### src/rtl/unpool2_streamer_if.sv
// Map-in / row-out handshake bundle for the 2x2 unpooling streamer.
// slave is the streamer's view, master is the surrounding logic.
interface unpool2_streamer_if;
  logic          i_map_valid;
  logic          o_map_ready;
  logic [0:15]   i_map;
  logic          o_row_valid;
  logic          i_row_ready;
  logic [0:7]    o_row;
  logic [2:0]    o_row_idx;
  logic          o_row_last;
  logic          o_busy;

  modport slave (
    input  i_map_valid, i_map, i_row_ready,
    output o_map_ready, o_row_valid, o_row,
    output o_row_idx, o_row_last, o_busy
  );

  modport master (
    output i_map_valid, i_map, i_row_ready,
    input  o_map_ready, o_row_valid, o_row,
    input  o_row_idx, o_row_last, o_busy
  );
endinterface

### src/rtl/unpool2_streamer.sv
// 4x4 binary map -> 8x8 nearest-neighbour upsampler, one row per beat.
// Active slot streams while a pending slot buffers the next map.
module unpool2_streamer (
  input  logic                 clk,
  input  logic                 rst_n,
  unpool2_streamer_if.slave    bus
);

  typedef enum logic {
    EMPTY,
    STREAM
  } state_e;

  state_e      state_q;
  logic [0:15] active_q;
  logic [0:15] pend_q;
  logic        pend_full_q;
  logic        pend_full_d;
  logic        ready_q;
  logic [2:0]  idx_q;

  logic        valid;
  logic        last;
  logic        map_hs;
  logic        row_hs;
  logic [0:7]  row;

  assign valid  = (state_q == STREAM);
  assign last   = (idx_q == 3'd7);
  assign map_hs = bus.i_map_valid && ready_q;
  assign row_hs = valid && bus.i_row_ready;

  // pending drains on the last-row beat, so no refill in that cycle
  always_comb begin
    pend_full_d = pend_full_q;
    if (pend_full_q) begin
      if (row_hs && last) pend_full_d = 1'b0;
    end else if (valid && map_hs && !(row_hs && last)) begin
      pend_full_d = 1'b1;
    end
  end

  always_comb begin
    row = '0;
    for (int c = 0; c < 8; c++) begin
      row[c] = active_q[{idx_q[2:1], 2'(c / 2)}];
    end
  end

  always_ff @(posedge clk) begin
    if (!rst_n) begin
      state_q     <= EMPTY;
      active_q    <= '0;
      pend_q      <= '0;
      pend_full_q <= 1'b0;
      ready_q     <= 1'b0;
      idx_q       <= '0;
    end else begin
      pend_full_q <= pend_full_d;
      ready_q     <= !pend_full_d;
      unique case (state_q)
        EMPTY: begin
          if (map_hs) begin
            active_q <= bus.i_map;
            idx_q    <= '0;
            state_q  <= STREAM;
          end
        end
        STREAM: begin
          if (row_hs && last) begin
            idx_q <= '0;
            if (pend_full_q) begin
              active_q <= pend_q;
              pend_q   <= '0;
            end else if (map_hs) begin
              active_q <= bus.i_map;
            end else begin
              state_q <= EMPTY;
            end
          end else begin
            if (row_hs) idx_q <= idx_q + 3'd1;
            if (map_hs) pend_q <= bus.i_map;
          end
        end
        default: state_q <= EMPTY;
      endcase
    end
  end

  assign bus.o_map_ready = ready_q;
  assign bus.o_row_valid = valid;
  assign bus.o_row       = valid ? row : '0;
  assign bus.o_row_idx   = idx_q;
  assign bus.o_row_last  = valid && last;
  assign bus.o_busy      = valid || pend_full_q;

endmodule

### src/flat_wrapper.sv
// flat-port wrapper written by rule: the top's interface ports become plain ports
module unpool2_streamer_flat 
  (clk, rst_n, bus_i_map_valid, bus_i_map, bus_i_row_ready, bus_o_map_ready, bus_o_row_valid, bus_o_row, bus_o_row_idx, bus_o_row_last, bus_o_busy);
  unpool2_streamer_if bus_i ();
  input  logic clk;
  input  logic rst_n;
  input wire logic [$bits(bus_i.i_map_valid)-1:0] bus_i_map_valid;
  input wire logic [$bits(bus_i.i_map)-1:0] bus_i_map;
  input wire logic [$bits(bus_i.i_row_ready)-1:0] bus_i_row_ready;
  output wire logic [$bits(bus_i.o_map_ready)-1:0] bus_o_map_ready;
  output wire logic [$bits(bus_i.o_row_valid)-1:0] bus_o_row_valid;
  output wire logic [$bits(bus_i.o_row)-1:0] bus_o_row;
  output wire logic [$bits(bus_i.o_row_idx)-1:0] bus_o_row_idx;
  output wire logic [$bits(bus_i.o_row_last)-1:0] bus_o_row_last;
  output wire logic [$bits(bus_i.o_busy)-1:0] bus_o_busy;
  assign bus_i.i_map_valid = bus_i_map_valid;
  assign bus_i.i_map = bus_i_map;
  assign bus_i.i_row_ready = bus_i_row_ready;
  assign bus_o_map_ready = bus_i.o_map_ready;
  assign bus_o_row_valid = bus_i.o_row_valid;
  assign bus_o_row = bus_i.o_row;
  assign bus_o_row_idx = bus_i.o_row_idx;
  assign bus_o_row_last = bus_i.o_row_last;
  assign bus_o_busy = bus_i.o_busy;
  unpool2_streamer u_core (.clk(clk), .rst_n(rst_n), .bus(bus_i));
endmodule
### config.mk
export PLATFORM = sky130hd
export DESIGN_NAME = unpool2_streamer_flat
export DESIGN_NICKNAME = d
export VERILOG_FILES = /design/src/rtl/unpool2_streamer_if.sv /design/src/rtl/unpool2_streamer.sv /design/src/flat_wrapper.sv
export SDC_FILE = /design/constraint.sdc
export NUM_CORES = 1
export LEC_CHECK = 0
export ABC_AREA = 0
export BUFFER_PORTS_ARGS = -buffer_cell sky130_fd_sc_hd__buf_2
export CAP_MARGIN = 20
export CORE_MARGIN = 2
export CORE_UTILIZATION = 23
export DETAILED_ROUTE_END_ITERATION = 12
export GPL_ROUTABILITY_DRIVEN = 0
export GPL_TIMING_DRIVEN = 0
export PLACE_DENSITY = 0.41
export SLEW_MARGIN = 0
export SYNTH_ARGS = -nofsm -noshare
export SYNTH_HDL_FRONTEND = slang
export SYNTH_SLANG_ARGS = --single-unit
### constraint.sdc
create_clock -name clk -period 3.1 [get_ports clk]
set_input_delay 0.465 -clock clk [delete_from_list [all_inputs] [get_ports clk]]
set_output_delay 0.465 -clock clk [all_outputs]
set_load 0.01 [all_outputs]
Word-level counts from Yosys, hierarchy flattened
Index checks and enable logic that the tools add are counted.

word-level totals
  flip-flop bits (word level) = 38
  bits of input ports = 20
  output and inout port bits = 15

cells by class
  add/sub/neg operators = 1
  $lt $le $gt $ge = 4
  eq/ne operators = 5
  muxes and demuxes = 31
  bitwise logic cells = 5
  reduce and logical (&&, ||, !) cells = 12

operators with widths
  cell                   number
  $mux W16               6
  $pmux W16 S2           1
  $ge A5 B5 Y1 const B   4
  $not A4 Y5             4
  $bmux W1 S4            4
  $mux W1                14
  $mux W3                3
  $mux W8                1
  $logic_and A1 B1 Y1    6
  $pmux W3 S2            1
  $ne A2 B1 Y1 const B   2
  $add A3 B1 Y3 const B  1
  $eq A3 B3 Y1 const B   1
  $ne A3 B3 Y1 const B   1
  $reduce_and A3 Y1      1
  $logic_not A1 Y1       2
  $ne A2 B2 Y1 const B   1
  $pmux W1 S2            1
  $reduce_and A2 Y1      1
  $reduce_bool A2 Y1     1
  $logic_or A1 B1 Y1     1
  $not A1 Y1             1

Logic depth before layout (Yosys ltp)
  word-level depth = 7
  mapped depth = 8
  gate-level depth less buffers = 6

Worst setup path before layout
No wires, ideal clock.

  path kind = reg-to-output
  from = register u_core.idx_q[1] (netlist: u_core.bus.o_row_idx[1])
  to = output port bus_o_row[1]
  arrival time = 1,383 ps
  data required time = 2,635 ps
  slack = 1,252 ps
  stages on the path, launching flop included = 4
  path through = dfxtp_1 > mux4_2 > and2_1 > buf_4

on the way
  word-level cells in the longest chain between the ends = 5

RTL lines
  what                                        line                    source
  from (decl)                                 unpool2_streamer.sv:20  logic [2:0] idx_q;
  from (signal assigned)                      unpool2_streamer.sv:81  if (row_hs) idx_q <= idx_q + 3'd1;
  $not A4 Y5 (not written as such)            unpool2_streamer.sv:46  row[c] = active_q[{idx_q[2:1], 2'(c / 2)}];
  $bmux W1 S4                                 unpool2_streamer.sv:46
  $mux W1 (not written as such) (2 in a row)  unpool2_streamer.sv:46
  $mux W8                                     unpool2_streamer.sv:92  assign bus.o_row = valid ? row : '0;
  to (decl)                                   flat_wrapper.sv:12      output wire logic [$bits(bus_i.o_row)-1:0] bus_o_row;

No other way between the ends. The select of a mux whose other input is x is not followed.

Worst setup path after layout
Ends and elaborated chain as after synthesis.

==> impl_metrics.yaml <==
status:
  status: "completed"
die:
  rows: 30
  initial_utilization: 0.240
  ios: 35
  coreArea_um2: 6870
  die_w_um: 88.7
  dieArea_um2: 7870
  die_h_um: 88.7
cells_and_area:
  fillCellCount: 737
  fin_nets: 207
  final_common_cell: "dfxtp_1"
  post-route-util: 0.303
  diodes: 0
  layout_common_cells: "dfxtp_1 (38), buf_2 (37), a22o_2 (16)"
  seq_area_um2: 761
  multi_input_area_um2: 778
  final_layout_size_suffix_gt1_frac: 0.441
  syn_to_final_growth_pct: 26.2
clocking:
  root_buffer: "clkbuf_8"
  post_cts_resize_count: 0
  cts_setup_buffers: 0
  clk_latency_ns: 0.29
  clockBufferDepth: 2
  cts_max_level: 2
  hold_buffers: 0
  clkSinkCount: 38
  clk_pin_slew_ns: 0.08
  cts_tree: "yes"
  numCtsBuffers: 5
grt:
  use_met3: 0.0299
  globalRoute.totalOverflow: 0
  met1_usage: 0.141
  track_usage: 0.114
  antenna_found_initial: 0
  grt_pass1_wl_mm: 6.71
  grt_pass1_vias: 1364
  grt-busiest-layer: "met2"
  use_met2: 0.194
  grt_max_degree: 13
route:
  vias: 1261
  wl_per_cell_um: 14.5
  viasPerCell: 4.47
  wl_mm: 4.08
  drt-initial-drc-count: 53
  firstDrtPassIters: 4
  drc: 0
  ant_nets: 0
synth:
  synth-simple-area-share: 0.0848
  synth_xor_area_frac: 0
  syn_nets: 166
  synth_fa_ha_area_frac: 0.0152
  synth_top_family_by_area: "compound AO/OA/AOI/OAI gates"
  synth_seq_cells: 38
  yosysWarnings: 0
  synth_cell_types: 31
  ys_seq_area_frac: 0.461
  synth_compound_area_frac: 0.302
  synth_cells: 144
  synth_area_um2: 1650
  syn_area_per_cell_um2: 11.5
  muxShareOfSynthArea: 0.0697
timing:
  max_freq_mhz: 438
  fin_skew_ns: 0.0119
  slew_headroom: 0.724
  finalCritPeriodShare: 0.737
  finalHoldViolCount: 0
  rsz0062_at_grt: "no"
  timing.hold.ws_ns: 0.405
  finalSetupViolations: 0
  worstMarginPinSlew_ns: 0.414
  slew_viol_final: 0
  finalCriticalPeriod_ns: 2.28
  fin_tns_setup_ns: 0
pwr:
  p_per_area_nw_per_um2: 548
  p_leak_uw: 0.000873
  vdd_ir_drop_max_v: 0.000170
job:
  max_cap_violations: 0
setup_path:
  critPathMaxFanout: 7
  crit_path_start_kind: "flip-flop"
  slowest_delay_ns: 0.56
  path_cells: "mux4_2 -> and2_1 -> buf_4 -> buf_2"
  required_ns: 2.63
  cpLargestDelayFamily: "flip-flops"
  slowest_stage: "dfxtp_1"
  cp-end-kind: "primary output"
  critPathKind: "flip-flop to primary output"
  path_buf_inv: 2
  crit_arrival_ns: 1.82
placement:
  portBuffers: 34
  hpwl_mm: 2.96
worst_hold_path:
  hold_path.class: "input port to flip-flop"
## flip-flops by register name, summed over array words and instances, names as in the netlist
| register | count |
|---|---|
| u_core.active_q | 16 |
| u_core.bus.o_map_ready | 1 |
| u_core.bus.o_row_valid | 1 |
| u_core.pend_full_q | 1 |
| u_core.pend_q | 16 |
| u_core.bus.o_row_idx | 3 |
## power by group
group          internal [uW]  switching (uW)  total, uW
Clock                    343             177        520
Combinational           49.4            55.9        105
Sequential               506            10.8        517
## layout make-up
cell class                      instances  area share
Buffer                                 16      0.0540
Clock buffer                            6      0.0396
Clock inverter                          2      0.0288
Multi-Input combinational cell         90       0.373
Sequential cell                        38       0.365
Tap cell                               96      0.0576
Timing Repair Buffer                   34      0.0816
## per-stage QoR
step | power (uW) | setup WS [ns] | area, um2 | std cells
6_report | 1140 | 0.816 | 2080 | 282
5_1_grt | 1200 | 0.668 | 2080 | 282
4_1_cts | 1160 | 0.795 | 2080 | 282
3_5_place_dp | 635 | 1.00 | 1940 | 274
3_3_place_gp | 633 | 1.04 | 1940 | 274
2_1_floorplan | 593 | 1.25 | 1650 | 144
## final timing paths
path,start,cells past startpoint,slack [ns],end
max,u_core.bus.o_row_idx[1],4,0.82,bus_o_row[1]
max reg2reg,u_core.bus.o_row_idx[1],7,1.02,u_core.pend_q[4]
min,bus_i_map[10],2,0.40,u_core.pend_q[5]
min reg2reg,u_core.active_q[8],1,0.46,u_core.active_q[8]
## cells by family after synthesis
kind of cell | after synthesis
simple gates | 24
buf+inv | 16
compound gates | 58
flops | 38
fa+ha+maj | 2
mux | 6
## synth_stat cells
cell / count / area [um2]
a21boi_0: 3 / 22.5
a21boi_4: 1 / 18.8
a21oi_1: 3 / 15.0
a22o_2: 16 / 160
a22oi_1: 15 / 113
a31oi_1: 1 / 6.26
a32oi_1: 1 / 8.76
and2_1: 8 / 50.1
and3_1: 1 / 6.26
buf_2: 3 / 15.0
buf_4: 6 / 45.0
buf_6: 3 / 33.8
clkbuf_1: 1 / 3.75
clkbuf_2: 3 / 15.0
dfxtp_1: 38 / 761
ha_1: 2 / 25.0
mux2_4: 1 / 15.0
mux2i_1: 1 / 10.0
mux4_2: 4 / 90.1
nand2_1: 5 / 18.8
nand2_2: 1 / 6.26
nand2b_1: 1 / 6.26
nand4_1: 1 / 6.26
nor2_1: 1 / 3.75
nor2_4: 1 / 11.3
nor2b_1: 4 / 25.0
o211a_1: 1 / 10.0
o21a_1: 1 / 7.51
o21ai_0: 1 / 5.00
o2bb2ai_1: 15 / 131
or2_2: 1 / 6.26
## routing by layer
metal | up-vias | wire length (um)
met5 | - | 0
li1 | 631 | -
met1 | 590 | 1990
met4 | 0 | 36
met3 | 4 | 172
met2 | 36 | 1880
(Power assumes the default switching activity.)
